File: config.mk
export PLATFORM = sky130hd
export DESIGN_NAME = fetch_stage
export DESIGN_NICKNAME = d
export VERILOG_FILES = /design/src/rtl/fetch_stage.sv
export SDC_FILE = /design/constraint.sdc
export NUM_CORES = 1
export LEC_CHECK = 0
export CAP_MARGIN = 20
export CORE_MARGIN = 2
export CORE_UTILIZATION = 40
export DETAILED_ROUTE_END_ITERATION = 6
export PLACE_DENSITY = 0.82
export SLEW_MARGIN = 20
export SYNTH_ARGS = -nofsm -noshare
export SYNTH_HDL_FRONTEND = slang
export SYNTH_SLANG_ARGS = --single-unit
File: constraint.sdc
create_clock -name clk -period 5.55 [get_ports clk]
set_input_delay 1.11 -clock clk [delete_from_list [all_inputs] [get_ports clk]]
set_output_delay 1.11 -clock clk [all_outputs]
set_load 0.01 [all_outputs]
File: src/rtl/fetch_stage.sv
// Instruction-fetch stage: owns the PC, drives the I-cache read port and the IF/ID register.
// A three-state FSM tracks outstanding I-cache misses and remembers redirects that arrive during one.
module fetch_stage #(
   parameter logic [31:0] RESET_PC = 32'h0000_0000
) (
   input  logic        clk,
   input  logic        rst,
   input  logic        PCWrite,
   input  logic        IFIDWrite,
   input  logic        redirect_valid,
   input  logic [31:0] redirect_pc,
   output logic        ICACHE_ren,
   output logic [31:0] ICACHE_addr,
   input  logic        ICACHE_stall,
   input  logic [31:0] ICACHE_rdata,
   output logic [31:0] PC,
   output logic [31:0] IFID_Instr,
   output logic [31:0] IFID_PCplus4,
   output logic        IFID_Valid,
   output logic        fetch_stall,
   output logic [31:0] miss_cycles
);

   typedef enum logic [1:0] {
      RUN        = 2'd0,
      MISS       = 2'd1,
      MISS_REDIR = 2'd2
   } state_t;

   state_t      state_q, state_d;
   logic [31:0] pc_q, pc_d;
   logic [31:0] pend_pc_q, pend_pc_d;
   logic [31:0] instr_q, instr_d;
   logic [31:0] pcplus4_q, pcplus4_d;
   logic        valid_q, valid_d;
   logic [31:0] miss_q, miss_d;
   logic [31:0] pc_plus4;
   logic [31:0] redir_tgt;
   logic [31:0] pend_tgt;

   assign pc_plus4  = pc_q + 32'd4;
   assign redir_tgt = {redirect_pc[31:2], 2'b00};
   assign pend_tgt  = {pend_pc_q[31:2], 2'b00};

   always_comb begin
      state_d   = state_q;
      pc_d      = pc_q;
      pend_pc_d = pend_pc_q;
      instr_d   = instr_q;
      pcplus4_d = pcplus4_q;
      valid_d   = valid_q;
      miss_d    = miss_q;

      case (state_q)
         RUN, MISS: begin
            if (!ICACHE_stall) begin
               state_d = RUN;
               if (redirect_valid) begin
                  // A taken redirect squashes the word just fetched, even under an IF/ID hold.
                  pc_d    = redir_tgt;
                  instr_d = 32'h0;
                  valid_d = 1'b0;
               end else begin
                  if (IFIDWrite) begin
                     instr_d   = ICACHE_rdata;
                     pcplus4_d = pc_plus4;
                     valid_d   = 1'b1;
                  end
                  if (PCWrite) begin
                     pc_d = pc_plus4;
                  end
               end
            end else begin
               if (IFIDWrite) begin
                  instr_d = 32'h0;
                  valid_d = 1'b0;
               end
               if (redirect_valid) begin
                  pend_pc_d = redirect_pc;
                  state_d   = MISS_REDIR;
               end else begin
                  state_d = MISS;
               end
            end
         end
         MISS_REDIR: begin
            if (!ICACHE_stall) begin
               // The returned word belongs to the abandoned path and is dropped.
               state_d = RUN;
               instr_d = 32'h0;
               valid_d = 1'b0;
               pc_d    = redirect_valid ? redir_tgt : pend_tgt;
            end else begin
               if (IFIDWrite) begin
                  instr_d = 32'h0;
                  valid_d = 1'b0;
               end
               if (redirect_valid) begin
                  pend_pc_d = redirect_pc;
               end
            end
         end
         default: state_d = RUN;
      endcase

      if (ICACHE_ren && ICACHE_stall && (miss_q != 32'hFFFF_FFFF)) begin
         miss_d = miss_q + 32'd1;
      end
   end

   always_ff @(posedge clk) begin
      if (rst) begin
         state_q   <= RUN;
         pc_q      <= RESET_PC;
         pend_pc_q <= 32'h0;
         instr_q   <= 32'h0;
         pcplus4_q <= 32'h0;
         valid_q   <= 1'b0;
         miss_q    <= 32'h0;
      end else begin
         state_q   <= state_d;
         pc_q      <= pc_d;
         pend_pc_q <= pend_pc_d;
         instr_q   <= instr_d;
         pcplus4_q <= pcplus4_d;
         valid_q   <= valid_d;
         miss_q    <= miss_d;
      end
   end

   assign ICACHE_ren   = ~rst;
   assign ICACHE_addr  = pc_q;
   assign PC           = pc_q;
   assign IFID_Instr   = instr_q;
   assign IFID_PCplus4 = pcplus4_q;
   assign IFID_Valid   = valid_q;
   assign fetch_stall  = (state_q != RUN);
   assign miss_cycles  = miss_q;

endmodule

==> impl_metrics.csv <==
group,metric,value,unit
clock_network,clkTransAtPathRegs,0.06,ns
route,met2_length,10500,um
place,place.gp.congestion,0.880,
setup_path,end_kind,"primary output",
layout,drive_above_1_share,5.39,%
clock_network,cts_sinks,157,
layout,finalNonFillerCells,1351,
setup_path,crit_path_start_kind,"input port",
setup_path,ff2ff_path_depth,5,
synthesis,synth-seq-cells,157,
clock_network,cts-root-buf,"clkbuf_16",
route,antenna_left,0,
floorplanning,die_w,142,um
clock_network,clk_path_buf_depth,2,
route,vias_per_cell,5.67,
pwr,ir_drop,0.000198,V
sta,setup_viol,0,
grt,grt_antenna_before_repair,5,
setup_path,cpPeakStageDelay,0.51,ns
place,dp_hpwl,15200,um
synthesis,synth_edf_count,0,
run,maxCapViolations,0,
route,via_count,7656,
sta,slew_viol_final,0,
route,highest_layer,"met4",
sta,setup_tns,0,ns
setup_path,r2r_slack,2.64,ns
grt,grt_overflow,0,
synthesis,yosysWarnings,0,
setup_path,path_class,"in -> out",
place,port_buffers,224,
synthesis,synth_common_cells,"157 x dfxtp_1, 126 x nand2_1, 89 x a21oi_1",
setup_path,startpoint,"rst",
clock_network,cts_resized,0,
setup_path,crit_end,"ICACHE_ren",
clock_network,cts_buffers,17,
clock_network,htreeDepth,4,
route,detail_route.wl_per_cell,17.0,um
clock_network,cts_tree,"built",
pwr,p_per_area,262,nW/um^2
status,status,"finished clean",
worst_hold_path,min_path_type,"reg -> reg",
synthesis,yosysMostFrequentCell,"dfxtp_1",
route,drc_errors,0,
sta,rsz0062_at_grt,"false",
route,wl_met1,9770,um
pwr,power.leakage,0.00338,uW
setup_path,cp_cell_sequence,"buf_4 -> inv_1 -> clkdlybuf4s50_1",
layout,fin_nets,1176,
grt,grt_max_degree,81,
floorplanning,initial_core_util,40.8,%
synthesis,synth_cell_types,58,
sta,hold-worst-slack,0.452,ns
synthesis,syn_inst,953,
clock_network,clk_latency,0.42,ns
grt,grt_pass1_wl,36200,um
synthesis,syn_area_per_cell,8.02,um^2
sta,min_period,3.35,ns
route,dr.pass1.iters,6,
synthesis,ys_top_cells_by_area,"dfxtp_1 41%, nand2_1 6.2%, a21oi_1 5.8%",
synthesis,ys.flop_type,"dfxtp_1",
clock_network,post_cts_buffers,0,
sta,final.setup_skew,0.0121,ns
sta,fmax,298,MHz
sta,fin_crit_sh,60.4,%
clock_network,cts-hold-fix-buffers,0,
sta,relSlewSlack,27.9,%
floorplanning,ios,233,
layout,postLayoutCoreUtil,55.0,%
synthesis,yosysSeqAreaShare,41.1,%
floorplanning,coreArea,18700,um^2
layout,nFillCells,1706,
grt,grt_pass1_vias,6937,
setup_path,cp_top_family,"buffers and inverters",
setup_path,cp_num_cells,3,
setup_path,timing.rr.start,"state_q[0]",
setup_path,path_buf_inv,3,
worst_hold_path,worstHoldStart,"pend_pc_q[11]",
place,dpl.cell_count,1319,
route,drt_wl_total,22900,um
setup_path,cp.arrival,2.24,ns
setup_path,critPathRequiredTime,4.44,ns
setup_path,critPathMaxFanout,51,
synthesis,synth_top_area_cell,"dfxtp_1",
floorplanning,die_height,142,um
layout,areaGrowthSynthToFinish,34.7,%
floorplanning,rows,50,
synthesis,synthArstFlopShare,0,%
synthesis,synth_top_cell_area_share,41.1,%
grt,track_usage,22.2,%
route,met3_length,2110,um
setup_path,crit_slowest_cell,"clkdlybuf4s50_1",
place,postPlaceCellArea,9730,um^2
layout,design_area,10300,um^2
sta,worstMarginPinSlew,1.08,ns
sta,finalHoldViolCount,0,
route,drtIter0Drc,813,
synthesis,syn_area,7640,um^2
setup_path,reg2reg_to,"ICACHE_addr[26]",
floorplanning,die_area,20200,um^2
area by class of cell:
type | count | area [um^2] | share of cell area [%]
multi-input cells | 685 | 3940 | 38.3
clock buffers | 19 | 433 | 4.21
flip-flops and latches | 157 | 3140 | 30.5
well taps | 234 | 293 | 2.85
clock inverters | 10 | 118 | 1.14
inverters | 7 | 26.3 | 0.255
repair buffers | 236 | 2320 | 22.6
diodes | 3 | 7.51 | 0.0730
kinds of logic (layout without fill, tap and decap cells):
group | Yosys count | in the layout | share of synthesized area [%]
compound gates | 260 | 260 | 21.1
xor+xnor | 47 | 47 | 5.39
fa+ha+maj | 2 | 2 | 0.328
buf+inv | 116 | 272 | 7.73
flops | 157 | 157 | 41.1
mux | 6 | 6 | 0.819
other cells | 1 | 9 | 0.0491
simple gates | 364 | 364 | 23.4
layer usage:
layer	vias to the layer above	track usage [%]
li1	3697	-
met1	3516	28.5
met2	390	35.8
met3	53	5.99
met4	0	7.95
met5	-	0
state kept, by name (all words and copies together), names as in the netlist:
signal	count
state_q	2
pend_pc_q	30
ICACHE_addr	30
IFID_PCplus4	30
IFID_Valid	1
miss_cycles	32
IFID_Instr	32
through the flow:
stage,setup WS (ns),power (uW)
2_1_floorplan,2.72,1430
3_3_place_gp,2.16,1590
3_5_place_dp,2.10,1600
4_1_cts,2.21,2720
5_1_grt,2.15,2810
6_report,2.20,2700
worst register-to-register path, cell delays in order, from the launching register on:
cell and delay [ns]:
dfxtp_1 0.38, nand2b_1 0.83, nand2_1 0.72, or3_1 0.53, mux2_2 0.27, a31oi_1 0.12
layout by cell type, fill, tap and decap left out, drive strengths merged, types with 25 or more instances in the layout:
cell / n
clkdlybuf4s50: 222
dfxtp: 157
a22oi: 35
a21oi: 89
nand2: 126
nor2: 88
o21ai: 61
xnor2: 25
nand4: 29
nand3: 31
worst min-delay path by stage:
stage / endpoint / slack [ns] / depth (start not counted)
2_1_floorplan: pend_pc_q[16] / 0.43 / 2
3_3_place_gp: pend_pc_q[19] / 0.44 / 2
3_5_place_dp: pend_pc_q[12] / 0.44 / 2
4_1_cts: pend_pc_q[11] / 0.45 / 2
5_1_grt: pend_pc_q[5] / 0.47 / 2
6_report: pend_pc_q[11] / 0.45 / 2
where the power goes:
part	switching, uW	internal [uW]
sequential	51.9	1170
combinational	175	179
clock	466	655
total	693	2000
Note: power is estimated with default switching activity, not from simulation.
